<file path="src/rtl/gmii_rx_frame_adapt_if.sv">
// GMII receive inputs and the framed byte-stream/statistics outputs of gmii_rx_frame_adapt.
// master = PHY/consumer side, slave = the adapter.
interface gmii_rx_frame_adapt_if #(
    parameter int unsigned LEN_W = 16,
    parameter int unsigned CNT_W = 32
);
    logic             gmii_rx_en;
    logic             gmii_rx_er;
    logic [7:0]       gmii_rxd;
    logic             out_valid;
    logic [7:0]       out_data;
    logic             out_sof;
    logic             out_eof;
    logic             out_err;
    logic [LEN_W-1:0] frame_len;
    logic [CNT_W-1:0] frame_cnt;
    logic [CNT_W-1:0] err_cnt;

    modport master (
        output gmii_rx_en, gmii_rx_er, gmii_rxd,
        input  out_valid, out_data, out_sof, out_eof, out_err,
        input  frame_len, frame_cnt, err_cnt
    );

    modport slave (
        input  gmii_rx_en, gmii_rx_er, gmii_rxd,
        output out_valid, out_data, out_sof, out_eof, out_err,
        output frame_len, frame_cnt, err_cnt
    );
endinterface

</file>
<file path="src/rtl/gmii_rx_frame_adapt.sv">
// GMII receive adapter: strips preamble/SFD, packs nibbles (10/100) or passes bytes (1000),
// and emits a framed byte stream with sof/eof/err, frame length and saturating statistics.
module gmii_rx_frame_adapt #(
    parameter int unsigned MAX_PRE = 15,
    parameter int unsigned MIN_LEN = 64,
    parameter int unsigned MAX_LEN = 1522,
    parameter int unsigned LEN_W   = 16,
    parameter int unsigned CNT_W   = 32
) (
    input  logic                  gmii_rxc,
    input  logic                  rst_n,
    input  logic [1:0]            speed_mode,
    gmii_rx_frame_adapt_if.slave  bus
);
    localparam int unsigned PRE_W = $clog2(2 * MAX_PRE + 2);
    localparam logic [PRE_W-1:0] PRE_LIM_B = PRE_W'(MAX_PRE);
    localparam logic [PRE_W-1:0] PRE_LIM_N = PRE_W'(2 * MAX_PRE);

    typedef enum logic [1:0] {S_IDLE, S_PRE, S_DATA, S_DROP} state_t;

    state_t             r_state;
    logic               r_nib_mode;
    logic [PRE_W-1:0]   r_pre_cnt;
    logic               r_phase;
    logic [3:0]         r_lo_nib;
    logic [7:0]         r_hold;
    logic               r_hold_full;
    logic               r_first;
    logic               r_rx_er_seen;
    logic [LEN_W-1:0]   r_len;
    logic               r_out_valid;
    logic [7:0]         r_out_data;
    logic               r_out_sof;
    logic               r_out_eof;
    logic               r_out_err;
    logic [LEN_W-1:0]   r_frame_len;
    logic [CNT_W-1:0]   r_frame_cnt;
    logic [CNT_W-1:0]   r_err_cnt;

    // Preamble evaluation: in IDLE the current symbol is judged with the live mode and a zero count
    logic               w_nib_now;
    logic               w_in_idle;
    logic               w_pre_nib;
    logic [PRE_W-1:0]   w_pre_cnt;
    logic [PRE_W-1:0]   w_pre_cnt_nx;
    logic [PRE_W-1:0]   w_pre_lim;
    logic               w_sym_pre;
    logic               w_sym_sfd;

    assign w_nib_now    = (speed_mode == 2'b00) || (speed_mode == 2'b01);
    assign w_in_idle    = (r_state == S_IDLE);
    assign w_pre_nib    = w_in_idle ? w_nib_now : r_nib_mode;
    assign w_pre_cnt    = w_in_idle ? '0 : r_pre_cnt;
    assign w_pre_cnt_nx = w_pre_cnt + PRE_W'(1);
    assign w_pre_lim    = w_pre_nib ? PRE_LIM_N : PRE_LIM_B;
    assign w_sym_pre    = w_pre_nib ? (bus.gmii_rxd[3:0] == 4'h5) : (bus.gmii_rxd == 8'h55);
    assign w_sym_sfd    = w_pre_nib ? (bus.gmii_rxd[3:0] == 4'hD) : (bus.gmii_rxd == 8'hD5);

    logic               w_byte_done;
    logic [7:0]         w_byte;
    logic [LEN_W-1:0]   w_len_inc;
    logic               w_er_seen;
    logic               w_eof_err;
    logic [CNT_W-1:0]   w_frame_cnt_inc;
    logic [CNT_W-1:0]   w_err_cnt_inc;

    assign w_byte_done     = r_nib_mode ? r_phase : 1'b1;
    assign w_byte          = r_nib_mode ? {bus.gmii_rxd[3:0], r_lo_nib} : bus.gmii_rxd;
    assign w_len_inc       = (&r_len) ? r_len : r_len + LEN_W'(1);
    assign w_er_seen       = r_rx_er_seen | bus.gmii_rx_er;
    assign w_eof_err       = w_er_seen | r_phase | (w_len_inc < LEN_W'(MIN_LEN))
                           | (w_len_inc > LEN_W'(MAX_LEN));
    assign w_frame_cnt_inc = (&r_frame_cnt) ? r_frame_cnt : r_frame_cnt + CNT_W'(1);
    assign w_err_cnt_inc   = (&r_err_cnt) ? r_err_cnt : r_err_cnt + CNT_W'(1);

    always_ff @(posedge gmii_rxc) begin
        if (!rst_n) begin
            r_state      <= S_IDLE;
            r_nib_mode   <= 1'b0;
            r_pre_cnt    <= '0;
            r_phase      <= 1'b0;
            r_lo_nib     <= '0;
            r_hold       <= '0;
            r_hold_full  <= 1'b0;
            r_first      <= 1'b0;
            r_rx_er_seen <= 1'b0;
            r_len        <= '0;
            r_out_valid  <= 1'b0;
            r_out_data   <= '0;
            r_out_sof    <= 1'b0;
            r_out_eof    <= 1'b0;
            r_out_err    <= 1'b0;
            r_frame_len  <= '0;
            r_frame_cnt  <= '0;
            r_err_cnt    <= '0;
        end else begin
            r_out_valid <= 1'b0;
            r_out_sof   <= 1'b0;
            r_out_eof   <= 1'b0;
            r_out_err   <= 1'b0;
            case (r_state)
                S_IDLE, S_PRE: begin
                    if (!bus.gmii_rx_en) begin
                        r_state <= S_IDLE;
                    end else begin
                        if (w_in_idle) r_nib_mode <= w_nib_now;
                        if (w_sym_pre && (w_pre_cnt_nx <= w_pre_lim)) begin
                            r_pre_cnt <= w_pre_cnt_nx;
                            r_state   <= S_PRE;
                        end else if (w_sym_sfd && (w_pre_cnt != '0)) begin
                            r_state      <= S_DATA;
                            r_phase      <= 1'b0;
                            r_hold_full  <= 1'b0;
                            r_first      <= 1'b1;
                            r_len        <= '0;
                            r_rx_er_seen <= 1'b0;
                        end else begin
                            r_state   <= S_DROP;
                            r_err_cnt <= w_err_cnt_inc;
                        end
                    end
                end
                S_DATA: begin
                    if (bus.gmii_rx_en) begin
                        r_rx_er_seen <= w_er_seen;
                        if (r_nib_mode) begin
                            r_phase <= ~r_phase;
                            if (!r_phase) r_lo_nib <= bus.gmii_rxd[3:0];
                        end
                        // Hold one byte back so the final byte can carry eof
                        if (w_byte_done) begin
                            r_hold      <= w_byte;
                            r_hold_full <= 1'b1;
                            if (r_hold_full) begin
                                r_out_valid <= 1'b1;
                                r_out_data  <= r_hold;
                                r_out_sof   <= r_first;
                                r_first     <= 1'b0;
                                r_len       <= w_len_inc;
                            end
                        end
                    end else begin
                        r_state     <= S_IDLE;
                        r_hold_full <= 1'b0;
                        r_phase     <= 1'b0;
                        r_pre_cnt   <= '0;
                        if (r_hold_full) begin
                            r_out_valid <= 1'b1;
                            r_out_data  <= r_hold;
                            r_out_sof   <= r_first;
                            r_out_eof   <= 1'b1;
                            r_out_err   <= w_eof_err;
                            r_len       <= w_len_inc;
                            r_frame_len <= w_len_inc;
                            if (w_eof_err) r_err_cnt <= w_err_cnt_inc;
                            else           r_frame_cnt <= w_frame_cnt_inc;
                        end else begin
                            r_err_cnt <= w_err_cnt_inc;
                        end
                    end
                end
                S_DROP: begin
                    if (!bus.gmii_rx_en) r_state <= S_IDLE;
                end
                default: r_state <= S_IDLE;
            endcase
        end
    end

    assign bus.out_valid = r_out_valid;
    assign bus.out_data  = r_out_data;
    assign bus.out_sof   = r_out_sof;
    assign bus.out_eof   = r_out_eof;
    assign bus.out_err   = r_out_err;
    assign bus.frame_len = r_frame_len;
    assign bus.frame_cnt = r_frame_cnt;
    assign bus.err_cnt   = r_err_cnt;
endmodule

</file>
<file path="src/flat_wrapper.sv">
// flat-port wrapper written by rule: the top's interface ports become plain ports
module gmii_rx_frame_adapt_flat 
#(
    parameter int unsigned MAX_PRE = 15,
    parameter int unsigned MIN_LEN = 64,
    parameter int unsigned MAX_LEN = 1522,
    parameter int unsigned LEN_W   = 16,
    parameter int unsigned CNT_W   = 32
)
  (gmii_rxc, rst_n, speed_mode, bus_gmii_rx_en, bus_gmii_rx_er, bus_gmii_rxd, bus_out_valid, bus_out_data, bus_out_sof, bus_out_eof, bus_out_err, bus_frame_len, bus_frame_cnt, bus_err_cnt);
  gmii_rx_frame_adapt_if #(.LEN_W(LEN_W), .CNT_W(CNT_W)) bus_i ();
  input  logic gmii_rxc;
  input  logic rst_n;
  input  logic [1:0] speed_mode;
  input wire logic [$bits(bus_i.gmii_rx_en)-1:0] bus_gmii_rx_en;
  input wire logic [$bits(bus_i.gmii_rx_er)-1:0] bus_gmii_rx_er;
  input wire logic [$bits(bus_i.gmii_rxd)-1:0] bus_gmii_rxd;
  output wire logic [$bits(bus_i.out_valid)-1:0] bus_out_valid;
  output wire logic [$bits(bus_i.out_data)-1:0] bus_out_data;
  output wire logic [$bits(bus_i.out_sof)-1:0] bus_out_sof;
  output wire logic [$bits(bus_i.out_eof)-1:0] bus_out_eof;
  output wire logic [$bits(bus_i.out_err)-1:0] bus_out_err;
  output wire logic [$bits(bus_i.frame_len)-1:0] bus_frame_len;
  output wire logic [$bits(bus_i.frame_cnt)-1:0] bus_frame_cnt;
  output wire logic [$bits(bus_i.err_cnt)-1:0] bus_err_cnt;
  assign bus_i.gmii_rx_en = bus_gmii_rx_en;
  assign bus_i.gmii_rx_er = bus_gmii_rx_er;
  assign bus_i.gmii_rxd = bus_gmii_rxd;
  assign bus_out_valid = bus_i.out_valid;
  assign bus_out_data = bus_i.out_data;
  assign bus_out_sof = bus_i.out_sof;
  assign bus_out_eof = bus_i.out_eof;
  assign bus_out_err = bus_i.out_err;
  assign bus_frame_len = bus_i.frame_len;
  assign bus_frame_cnt = bus_i.frame_cnt;
  assign bus_err_cnt = bus_i.err_cnt;
  gmii_rx_frame_adapt #(.MAX_PRE(MAX_PRE), .MIN_LEN(MIN_LEN), .MAX_LEN(MAX_LEN), .LEN_W(LEN_W), .CNT_W(CNT_W)) u_core (.gmii_rxc(gmii_rxc), .rst_n(rst_n), .speed_mode(speed_mode), .bus(bus_i));
endmodule
</file>
<file path="config.mk">
export PLATFORM = sky130hd
export DESIGN_NAME = gmii_rx_frame_adapt_flat
export DESIGN_NICKNAME = d
export VERILOG_FILES = /design/src/rtl/gmii_rx_frame_adapt_if.sv /design/src/rtl/gmii_rx_frame_adapt.sv /design/src/flat_wrapper.sv
export SDC_FILE = /design/constraint.sdc
export NUM_CORES = 1
export LEC_CHECK = 0
export BUFFER_PORTS_ARGS = -buffer_cell sky130_fd_sc_hd__buf_4
export CELL_PAD_IN_SITES_DETAIL_PLACEMENT = 1
export CELL_PAD_IN_SITES_GLOBAL_PLACEMENT = 1
export CORE_AREA = 3 3 142 144
export CTS_CLUSTER_DIAMETER = 120
export DETAILED_ROUTE_END_ITERATION = 8
export DIE_AREA = 0 0 145 147
export PLACE_DENSITY = 0.79
export SYNTH_ARGS = -nofsm -noshare
export SYNTH_HDL_FRONTEND = slang
export SYNTH_SLANG_ARGS = --single-unit
</file>
<file path="constraint.sdc">
create_clock -name gmii_rxc -period 3.28 [get_ports gmii_rxc]
set_input_delay 0.328 -clock gmii_rxc [delete_from_list [all_inputs] [get_ports gmii_rxc]]
set_output_delay 0.328 -clock gmii_rxc [all_outputs]
set_load 0.01 [all_outputs]
</file>
; Word level (Yosys, flattened, before mapping)
; Cells that the tools add are included.
[word_totals]
regBits = 132
latch_bits = 0
ram_bits = 0
romBits = 0
in_bits = 14
out_inout_bits = 92
wordCells = 144
memories = 0
[op_classes]
addsub = 4
multipliers = 0
div_mod_pow = 0
magnitude_cmp = 3
n_eq_ne = 22
n_shift = 0
mux = 59
bitwise_logic = 11
reduce_logical = 27
[op_table]
columns = op, n
row1 = 32-bit two-way mux, 7
row2 = 16-bit two-way mux, 7
row3 = 32-bit by 1-bit adder with 32-bit output (second input constant), 2
row4 = 32-bit case mux with 2 select lines, 1
row5 = 32-bit AND reduction, 2
row6 = 8-bit two-way mux, 4
row7 = 16-bit case mux with 2 select lines, 1
row8 = 1-bit two-way mux, 25
row9 = 5-bit two-way mux, 5
row10 = 5-bit AND reduction, 4
row11 = 16-bit by 1-bit adder with 16-bit output (second input constant), 1
row12 = 16-bit by 11-bit > comparator with 1-bit output (second input constant), 1
row13 = 16-bit by 7-bit less-than comparator with 1-bit output (second input constant), 1
row14 = 16-bit AND reduction, 1
row15 = 2-bit inequality test (second input constant), 6
row16 = 2-bit by 1-bit inequality test with 1-bit output (second input constant), 5
row17 = 5-bit case mux with 2 select lines, 1
row18 = 8-bit by 7-bit equality test with 1-bit output (second input constant), 1
row19 = 8-bit equality test (second input constant), 1
row20 = 1-bit case mux with 2 select lines, 4
row21 = 4-bit AND reduction, 2
row22 = 1-bit NOT, 7
row23 = 7-bit AND reduction, 1
row24 = 2-bit two-way mux, 3
row25 = other kinds (21), 33

; Depth between registers and ports, before layout
; Gate-level depths: netlist (run 1).
[depth]
ltp_word = 9
depth_mapped = 16
depth_no_buf = 15

; Least setup slack after synthesis (run 1)
; OpenSTA, ideal clock, no wires.
[synth_path]
path_kind = flip-flop to flip-flop
start = register u_core.r_state[1]
end = register u_core.r_pre_cnt[0]
setup_time_ns = 0.058
arrival_ns = 3.236
required_time_ns = 3.222
slack_ns = -0.015
stages_incl_launch_ff = 15
path_buffers = 0
synth_period_minus_slack_ns = 3.295
path_cell_list = dfxtp_1 or2_2 and2_1 ha_1 nand3_1 xor2_1 nor2_1 ha_1 nand3_1 or4b_2 a21o_1 inv_1 a21oi_1 a2111oi_0 a31o_2
[synth_via]
elab_chain_cells = 7
word_cells_on_any_way = 19
classes_between = add/sub (1) / order compare (1) / eq/ne (5) / mux (7) / reduce/logical (5)
[synth_rtl]
columns = item, line_no
row1 = start: declaration, gmii_rx_frame_adapt.sv:21  ; state_t r_state;
row2 = start signal: assignment, gmii_rx_frame_adapt.sv:78  ; r_state <= S_IDLE;
row3 = start signal: assignment, gmii_rx_frame_adapt.sv:104  ; r_state <= S_IDLE;
row4 = start signal: assignment, gmii_rx_frame_adapt.sv:109  ; r_state <= S_PRE;
row5 = 2-bit logical NOT, "gmii_rx_frame_adapt.sv:51, gmii_rx_frame_adapt.sv:101"
row6 = 5-bit two-way mux or 1-bit two-way mux (tied branches), n/a
row7 = 5-bit by 1-bit adder with 5-bit output or 5-bit two-way mux (tied branches), "gmii_rx_frame_adapt.sv:54, gmii_rx_frame_adapt.sv:55"
row8 = 5-bit less-or-equal comparator, gmii_rx_frame_adapt.sv:107  ; if (w_sym_pre && (w_pre_cnt_nx <= w_pre_lim)) begin
row9 = 1-bit logical AND, gmii_rx_frame_adapt.sv:107
row10 = 2-bit by 1-bit inequality test with 1-bit output (no line), n/a
row11 = 4-bit AND reduction (no line), n/a
row12 = end signal: assignment, gmii_rx_frame_adapt.sv:108  ; r_pre_cnt <= w_pre_cnt_nx;
row13 = end: declaration, gmii_rx_frame_adapt.sv:23  ; logic [PRE_W-1:0] r_pre_cnt;
; Parallel ways exist; a longest one is shown, timed or not. The select of a mux whose other input is x is not followed.
; A chain may end at the register's enable or synchronous reset.

; Final worst setup path (run 1)
[layout_path]
start = register u_core.r_state[1]
end = register u_core.r_err_cnt[25], in the netlist u_core.bus.err_cnt[25]
[layout_via]
elab_chain_cells = 7
word_cells_on_any_way = 22
classes_between = add/sub (1) / order compare (1) / eq/ne (7) / mux (6) / reduce/logical (7)
[layout_rtl]
columns = item, line_no
row1 = 2-bit logical NOT, "gmii_rx_frame_adapt.sv:51, gmii_rx_frame_adapt.sv:101"
row2 = 5-bit two-way mux or 1-bit two-way mux (tied branches), n/a
row3 = 5-bit by 1-bit adder with 5-bit output or 5-bit two-way mux (tied branches), "gmii_rx_frame_adapt.sv:54, gmii_rx_frame_adapt.sv:55"
row4 = 5-bit less-or-equal comparator, gmii_rx_frame_adapt.sv:107
row5 = 1-bit logical AND, gmii_rx_frame_adapt.sv:107
row6 = 2-bit inequality test (no line), n/a
row7 = 6-bit AND reduction (no line), n/a
row8 = end signal: assignment, gmii_rx_frame_adapt.sv:119  ; r_err_cnt <= w_err_cnt_inc;
row9 = end signal: assignment, gmii_rx_frame_adapt.sv:155  ; if (w_eof_err) r_err_cnt <= w_err_cnt_inc;
row10 = end signal: assignment, gmii_rx_frame_adapt.sv:158  ; r_err_cnt <= w_err_cnt_inc;
row11 = end: declaration, gmii_rx_frame_adapt.sv:38  ; logic [CNT_W-1:0] r_err_cnt;
; Parallel ways exist; a longest one is shown, timed or not.

==> run metrics, run 1 <==
CTS tree built; gr ovfl total 0; area fraction of the dominant cell type after synthesis roughly 40%; post-synthesis sequential area ratio 40.05%; count of buffers inserted at the top-level ports 104; number of hold buffers added after CTS 0; most area-hungry cell type in the Yosys netlist sky130_fd_sc_hd__dfxtp_1; fraction of synthesis flops using an asynchronous set or reset pin 0%; num rows 50; startpoint of the lowest-slack hold path bus_gmii_rxd[0]; slew margin rel. a little under a quarter; actual transition at the worst max-transition pin roughly 1.2 ns; gp weighted congestion 0.8391; number of H-tree branching levels 4; met2 Track Usage GR between 30 and 40%; die area 0.02132 sq mm; Clk Latency, worst-skew pair roughly 0.43 ns; TritonCTS Sinks 132; hold_ws 0.1741 ns; placed wire-length estimate around 14000 microns; leakage power summed over all cells approximately 3.3 nW; Root Buffer Master sky130_fd_sc_hd__clkbuf_16; nature of the critical path startpoint flip-flop; final antenna diode count 0; wire length of the first global-routing pass about 34000 microns; worst clock skew 0.01007 ns; status finished, violations left; combined global-route utilization of all metal layers 19.08%; min Tclk post-route 3.347 ns; unrepaired setup endpoints after global routing yes; I/O pin count 106; syn_area_per_cell 8.147 sq um; Initial DRC Count around 230; drt first pass iters 4; post-synthesis cell type count 70; Syn Std Cell Area 0.006599 sq mm; initial antenna violation count 0; Starting Density 35.04%; total power after layout 3.808 mW; final core utilization 45.78%; Final Worst Setup Slack -0.06733 ns; fin. max-slew vios 0; placeable core area 0.01883 sq mm; top fanout value on the critical path 8; met3 GRT Util 3.732%; DRC viols 0; routed vias 6539; VDD IR max between 0.3 and 0.4 mV; final-stage net count between 900 and 1000; Setup TNS Final -0.1989 ns; violations in the final reports negative setup slack; Worst R2R Start u_core.r_state[1]; final number of setup-violating endpoints 6; total number of yosys warnings 0; fraction of the cycle the final worst path needs 102.1%; Arr. time, crit path 3.71 ns; vias in the first global route approximately 6600; CTS Buffer Depth 2; ranking of synthesized cells by area sky130_fd_sc_hd__dfxtp_1, sky130_fd_sc_hd__mux2i_1, sky130_fd_sc_hd__nand2_1; launch point of the critical path u_core.r_state[1]; number of vias per cell after detailed routing 5.436; MaxCap Viol Count 0; die width 145 microns; most frequently used flop master after synthesis sky130_fd_sc_hd__dfxtp_1; maximum clock frequency 298.7 MHz; WL per Instance 17.37 microns; Synth-to-Final Area Change 30.64%; Post-DRT Antenna Nets 0; number of filler instances in the final layout 2263; type of the worst setup path flip-flop to flip-flop; number of instances in the synthesized netlist 810; register bit total from synthesis 132; Global Route met1 Usage about a quarter; vertical die dimension 147 microns; GRT Max-Usage Layer met2; EDFF count, synth 0; Required @ worst endpoint between 3 and 4 ns; number of buffers created by CTS 17; path type of the worst min-delay path input port to flip-flop; clock edge transition at the registers on the reported setup and hold paths about 0.06 ns; CP endpoint kind flip-flop; post-synth net total 831; ratio of cells with drive above 1 in the final layout 24.07%; aggregate routed wire length approximately 21000 microns; pin count of the biggest net entering global routing 48; number of failing hold endpoints at the final stage 0; ratio of total power to cell area 441.7 mW/mm^2
==> path summary, 6_finish.rpt <==
check / cells after the start / slack [ns] / endpoint
max: 15 / -0.07 / u_core.bus.err_cnt[25]
min: 3 / 0.17 / u_core.r_lo_nib[0]
max reg2reg: 15 / -0.07 / u_core.bus.err_cnt[25]
min reg2reg: 2 / 0.45 / u_core.bus.frame_len[3]
==> kinds of logic after synthesis <==
group | after synthesis | share of synthesized area, %
xor gates and xnor gates | 15 | 1.991
buffers and inverters | 77 | 4.797
DFF | 132 | 40.05
muxes | 44 | 6.693
AOI/OAI and AO/OA | 182 | 17.08
and+or+nand+nor | 353 | 28.06
adders and majority gates | 7 | 1.327
==> routing by layer <==
| layer | wire length (microns) | vias to the layer above |
|---|---|---|
| met5 | 0 | - |
| met4 | 309 | 0 |
| met3 | 664 | 27 |
| met2 | 10380 | 104 |
| met1 | 9538 | 3229 |
| li1 | - | 3179 |
==> flip-flops by register name, summed over array words and instances (netlist names) <==
name	count
u_core.r_pre_cnt	5
u_core.r_state	2
u_core.bus.out_eof	1
u_core.r_hold_full	1
u_core.r_len	16
u_core.bus.frame_cnt	32
u_core.r_hold	8
u_core.r_phase	1
u_core.r_rx_er_seen	1
u_core.bus.frame_len	16
u_core.bus.err_cnt	32
u_core.r_nib_mode	1
u_core.bus.out_sof	1
u_core.bus.out_data	8
u_core.bus.out_valid	1
u_core.r_lo_nib	4
u_core.r_first	1
u_core.bus.out_err	1
==> cells in the final DEF, fill, tap and decap left out, types with 3 or more instances in the layout <==
cell type | synthesis | routed
sky130_fd_sc_hd__a211oi_1 | 15 | 15
sky130_fd_sc_hd__xor2_1 | 5 | 4
sky130_fd_sc_hd__a31oi_1 | 4 | 4
sky130_fd_sc_hd__or3_1 | 27 | 25
sky130_fd_sc_hd__and3_1 | 16 | 16
sky130_fd_sc_hd__a21o_1 | 4 | 4
sky130_fd_sc_hd__ha_1 | 7 | 6
sky130_fd_sc_hd__nand2b_1 | 16 | 16
sky130_fd_sc_hd__nand2_1 | 86 | 85
sky130_fd_sc_hd__nor3_1 | 12 | 12
sky130_fd_sc_hd__inv_1 | 25 | 23
sky130_fd_sc_hd__nor2b_1 | 5 | 5
sky130_fd_sc_hd__clkinv_4 | 0 | 5
sky130_fd_sc_hd__o21ai_0 | 51 | 51
sky130_fd_sc_hd__inv_6 | 0 | 6
sky130_fd_sc_hd__xnor2_1 | 10 | 10
sky130_fd_sc_hd__bufinv_16 | 0 | 3
sky130_fd_sc_hd__and4_1 | 14 | 14
sky130_fd_sc_hd__a21oi_1 | 63 | 58
sky130_fd_sc_hd__a21oi_2 | 0 | 5
sky130_fd_sc_hd__buf_4 | 1 | 150
sky130_fd_sc_hd__nand4_1 | 23 | 23
sky130_fd_sc_hd__mux2i_1 | 43 | 42
sky130_fd_sc_hd__clkbuf_16 | 0 | 17
sky130_fd_sc_hd__nor4_1 | 6 | 6
sky130_fd_sc_hd__nor2_1 | 72 | 71
sky130_fd_sc_hd__buf_6 | 1 | 3
sky130_fd_sc_hd__dfxtp_1 | 132 | 130
sky130_fd_sc_hd__o31ai_1 | 15 | 15
sky130_fd_sc_hd__or4_1 | 13 | 11
sky130_fd_sc_hd__nand3_1 | 42 | 40
sky130_fd_sc_hd__a22o_1 | 3 | 3
==> worst max-delay path, cell delays in order, from the launching register on <==
cell,delay (ns)
sky130_fd_sc_hd__dfxtp_2,0.32
sky130_fd_sc_hd__or2_4,0.26
sky130_fd_sc_hd__and2_4,0.15
sky130_fd_sc_hd__ha_4,0.16
sky130_fd_sc_hd__nand3_4,0.09
sky130_fd_sc_hd__xor2_2,0.15
sky130_fd_sc_hd__nor2_2,0.06
sky130_fd_sc_hd__ha_1,0.29
sky130_fd_sc_hd__nand3_2,0.08
sky130_fd_sc_hd__o41ai_2,0.21
sky130_fd_sc_hd__a21o_1,0.23
sky130_fd_sc_hd__o311ai_4,0.12
sky130_fd_sc_hd__a311o_1,0.42
sky130_fd_sc_hd__buf_6,0.17
sky130_fd_sc_hd__or4_4,0.41
sky130_fd_sc_hd__a21oi_2,0.15
==> power breakdown <==
group / internal [mW] / switching (mW)
Clock: 1.22 / 0.792
Sequential: 1.62 / 0.0115
Combinational: 0.0662 / 0.106
Total: 2.90 / 0.910
==> through the flow <==
stage | instance area (sq um) | std cells | worst slack, ns
2_1_floorplan | 6606 | 810 | 0.03808
3_3_place_gp | 7800 | 1164 | -0.06932
3_5_place_dp | 7800 | 1164 | -0.2758
4_1_cts | 8513 | 1197 | -0.09562
5_1_grt | 8621 | 1203 | -0.1826
6_report | 8621 | 1203 | -0.06733
==> synth_stat cells (3+ instances only) <==
cell                         n
sky130_fd_sc_hd__dfxtp_1   132
sky130_fd_sc_hd__nand2_1    86
sky130_fd_sc_hd__nor2_1     72
sky130_fd_sc_hd__a21oi_1    63
sky130_fd_sc_hd__o21ai_0    51
sky130_fd_sc_hd__mux2i_1    43
sky130_fd_sc_hd__nand3_1    42
sky130_fd_sc_hd__clkbuf_1   34
sky130_fd_sc_hd__or3_1      27
sky130_fd_sc_hd__inv_1      25
sky130_fd_sc_hd__nand4_1    23
sky130_fd_sc_hd__and3_1     16
sky130_fd_sc_hd__nand2b_1   16
sky130_fd_sc_hd__a211oi_1   15
sky130_fd_sc_hd__o31ai_1    15
sky130_fd_sc_hd__and4_1     14
sky130_fd_sc_hd__or4_1      13
sky130_fd_sc_hd__nor3_1     12
sky130_fd_sc_hd__buf_2      11
sky130_fd_sc_hd__xnor2_1    10
sky130_fd_sc_hd__ha_1        7
sky130_fd_sc_hd__nor4_1      6
sky130_fd_sc_hd__nor2b_1     5
sky130_fd_sc_hd__xor2_1      5
sky130_fd_sc_hd__a21o_1      4
sky130_fd_sc_hd__a31oi_1     4
sky130_fd_sc_hd__a22o_1      3
sky130_fd_sc_hd__buf_1       3
sky130_fd_sc_hd__nor4b_1     3
sky130_fd_sc_hd__or2_2       3
==> timing repair <==
item                                   CTS  global route
buffers inserted                         1             5
setup endpoints to repair               34            43
pin swaps                               12            16
cloned                                   0             1
endpoints found under the hold margin    0             0
gates resized for setup                 19            15
==> cell type report <==
class / instances / area (sq um) / share of cell area (%)
Multi-Input combinational cell: 601 / 3777 / 43.82
Sequential cell: 132 / 2645 / 30.68
Timing Repair Buffer: 153 / 1160 / 13.45
Clock buffer: 17 / 425.4 / 4.935
Tap cell: 260 / 325.3 / 3.774
Clock inverter: 15 / 193.9 / 2.250
Inverter: 25 / 93.84 / 1.089
Note: power is estimated with default switching activity, not from simulation.
==> run 2, diff against run 1 <==
==> constraint.sdc (replaced) <==
create_clock -name gmii_rxc -period 3.28 [get_ports gmii_rxc]
set_input_delay 0 -clock gmii_rxc [delete_from_list [all_inputs] [get_ports gmii_rxc]]
set_output_delay 0 -clock gmii_rxc [all_outputs]
set_load 0.01 [all_outputs]
==> run metrics, run 2 (same netlist as run 1, synthesis figures left out) <==
cell count after placement around 1200; aggregate routed wire length 21050 microns; clock edge transition at the registers on the reported setup and hold paths 0.06 ns; combined global-route utilization of all metal layers 19.06%; final number of setup-violating endpoints 27; number of vias per cell after detailed routing ~5.4; cell depth of the worst flop-to-flop path 16; number of H-tree branching levels 4; VDD IR max 0.3477 mV; fraction of the cycle the final worst path needs 103.2%; Final Worst Setup Slack -0.1052 ns; nature of the critical path startpoint flip-flop; family with the most delay on the worst path simple AND/OR/NAND/NOR gates; cell with the biggest individual delay on the critical path sky130_fd_sc_hd__or4b_2; initial antenna violation count 0; Required @ worst endpoint 3.61 ns; maximum clock frequency 295.4 MHz; Initial DRC Count 298; leakage power summed over all cells 3.380 nW; number of failing hold endpoints at the final stage 0; placed wire-length estimate 13980 microns; actual transition at the worst max-transition pin 1.146 ns; min Tclk post-route ~3.4 ns; unrepaired setup endpoints after global routing yes; number of standard cells in the layout, taps in and fillers out about 1200; Root Buffer Master sky130_fd_sc_hd__clkbuf_16; I/O pin count 106; worst hold endpoint u_core.r_pre_cnt[2]; drt first pass iters 4; worst clock skew a little over 0.008 ns; status finished, violations left; WL per Instance 17.30 microns; TritonCTS Sinks roughly 130; number of buffers created by CTS 17; RR Endpoint u_core.bus.err_cnt[8]; final antenna diode count 0; top library cells by usage in the layout, fill and taps aside sky130_fd_sc_hd__buf_4, sky130_fd_sc_hd__dfxtp_1, sky130_fd_sc_hd__nand2_1, sky130_fd_sc_hd__nor2_1, sky130_fd_sc_hd__a21oi_1; Clk Latency, worst-skew pair 0.42 ns; gr ovfl total 0; R2R Setup Slk -0.11 ns; worst hold path cell count 2; placeable core area 0.01883 sq mm; routed vias 6591; slew margin rel. 23.30%; Synth-to-Final Area Change 32.59%; type of the worst setup path flip-flop to flip-flop; ratio of cells with drive above 1 in the final layout 24.24%; gp weighted congestion around 0.85; CTS tree built; final-stage net count 965; num rows 50; most frequent standard cell in the layout excluding fill and tap cells sky130_fd_sc_hd__buf_4; violations in the final reports negative setup slack; die width 145 microns; MaxCap Viol Count 0; delay of the slowest cell on the worst path 0.63 ns; wire length of the first global-routing pass 33910 microns; Arr. time, crit path 3.72 ns; Starting Density a little over a third; Worst R2R Start u_core.r_state[1]; ratio of total power to cell area 415.4 mW/mm^2; critical path cell sequence or2_4 > and2_4 > ha_4 > nand3_2 > xor2_1 > nor2_1 > ha_1 > nand3_2 > or4b_2 > a21o_1 > o311ai_4 > buf_4 > a21oi_4 > buf_6 > a21o_1 > a21oi_1; vias in the first global route approximately 6600; DRC viols 0; vertical die dimension 147 microns; Post-DRT Antenna Nets 0; startpoint of the lowest-slack hold path rst_n; die area 0.02132 sq mm; path type of the worst min-delay path input port to flip-flop; worst path bufs/invs 2; CTS Buffer Depth 2; pin count of the biggest net entering global routing between 90 and 100; total power after layout about 3.6 mW; top fanout value on the critical path 6; fin. max-slew vios 0; count of buffers inserted at the top-level ports around 100; CP endpoint kind flip-flop
run 2: metal layers:
metal / GRT usage, % / part of all wire [%] / vias to the layer above
met5: 0 / 0 / -
met4: 4.276 / 0.82 / 0
met3: 4.072 / 4.1 / 10
met2: 34.77 / 51 / 112
met1: 23.09 / 44 / 3263
li1: - / - / 3206
run 2: where the power goes:
group / switching (mW) / leakage [nW] / internal, mW / total [mW]
logic: 0.113 / 2.05 / 0.0804 / 0.194
registers: 0.0127 / 1.07 / 1.62 / 1.63
clock network: 0.767 / 0.269 / 1.04 / 1.81
total: 0.893 / 3.38 / 2.74 / 3.63
run 2: how the worst max path moves through the flow:
stage | start | endpoint | slack (ns) | cells after the start
after floorplan | u_core.r_state[1] | u_core.bus.err_cnt[4] | 0.04 | 15
after global placement | u_core.r_state[1] | u_core.bus.err_cnt[25] | -0.06 | 15
after detailed placement | u_core.r_state[1] | u_core.bus.err_cnt[27] | -0.21 | 15
after CTS | u_core.r_state[1] | u_core.bus.err_cnt[29] | -0.05 | 16
after global routing | u_core.r_state[1] | u_core.bus.err_cnt[25] | -0.23 | 16
final | u_core.r_state[1] | u_core.bus.err_cnt[8] | -0.11 | 16
run 2: layout make-up:
class | instances | area (sq um)
fill | 2239 | 10080
multi-input combinational | 601 | 3780
sequential | 132 | 2644
timing repair buffer | 167 | 1348
clock buffer | 17 | 425.4
tap | 260 | 325.3
clock inverter | 15 | 133.9
inverter | 25 | 93.84
run 2: per-stage QoR:
| stage | setup slack, ns | utilization, % | instance area (sq um) | hold slack (ns) | setup TNS [ns] |
|---|---|---|---|---|---|
| after floorplan | 0.03808 | - | 6606 | 0.1472 | 0 |
| after global placement | -0.06011 | 41.49 | 7812 | 0.2679 | -0.3339 |
| after detailed placement | -0.2105 | 41.49 | 7812 | 0.2833 | -3.828 |
| after CTS | -0.04684 | 45.56 | 8579 | 0.06091 | -0.1713 |
| after global routing | -0.2267 | 46.47 | 8750 | 0.06444 | -5.204 |
| final | -0.1052 | 46.47 | 8750 | 0.07154 | -1.480 |
run 2: worst reg2reg max path, cell delays in order (launching register included):
cell and delay (ns):
sky130_fd_sc_hd__dfxtp_2 0.32, sky130_fd_sc_hd__or2_4 0.25, sky130_fd_sc_hd__and2_4 0.17, sky130_fd_sc_hd__ha_4 0.15
sky130_fd_sc_hd__nand3_2 0.07, sky130_fd_sc_hd__xor2_1 0.15, sky130_fd_sc_hd__nor2_1 0.08, sky130_fd_sc_hd__ha_1 0.30
sky130_fd_sc_hd__nand3_2 0.09, sky130_fd_sc_hd__or4b_2 0.63, sky130_fd_sc_hd__a21o_1 0.24, sky130_fd_sc_hd__o311ai_4 0.09
sky130_fd_sc_hd__buf_4 0.18, sky130_fd_sc_hd__a21oi_4 0.05, sky130_fd_sc_hd__buf_6 0.18, sky130_fd_sc_hd__a21o_1 0.18
sky130_fd_sc_hd__a21oi_1 0.15
run 2: what timing repair did:
item / CTS / global route
gates resized for setup: 14 / 30
pin swaps: 8 / 5
setup buffers: 2 / 4
hold buffers: 10 / 0
setup endpoints to repair: 33 / 49
gates cloned: 1 / 4
hold endpoints to repair: 18 / 0
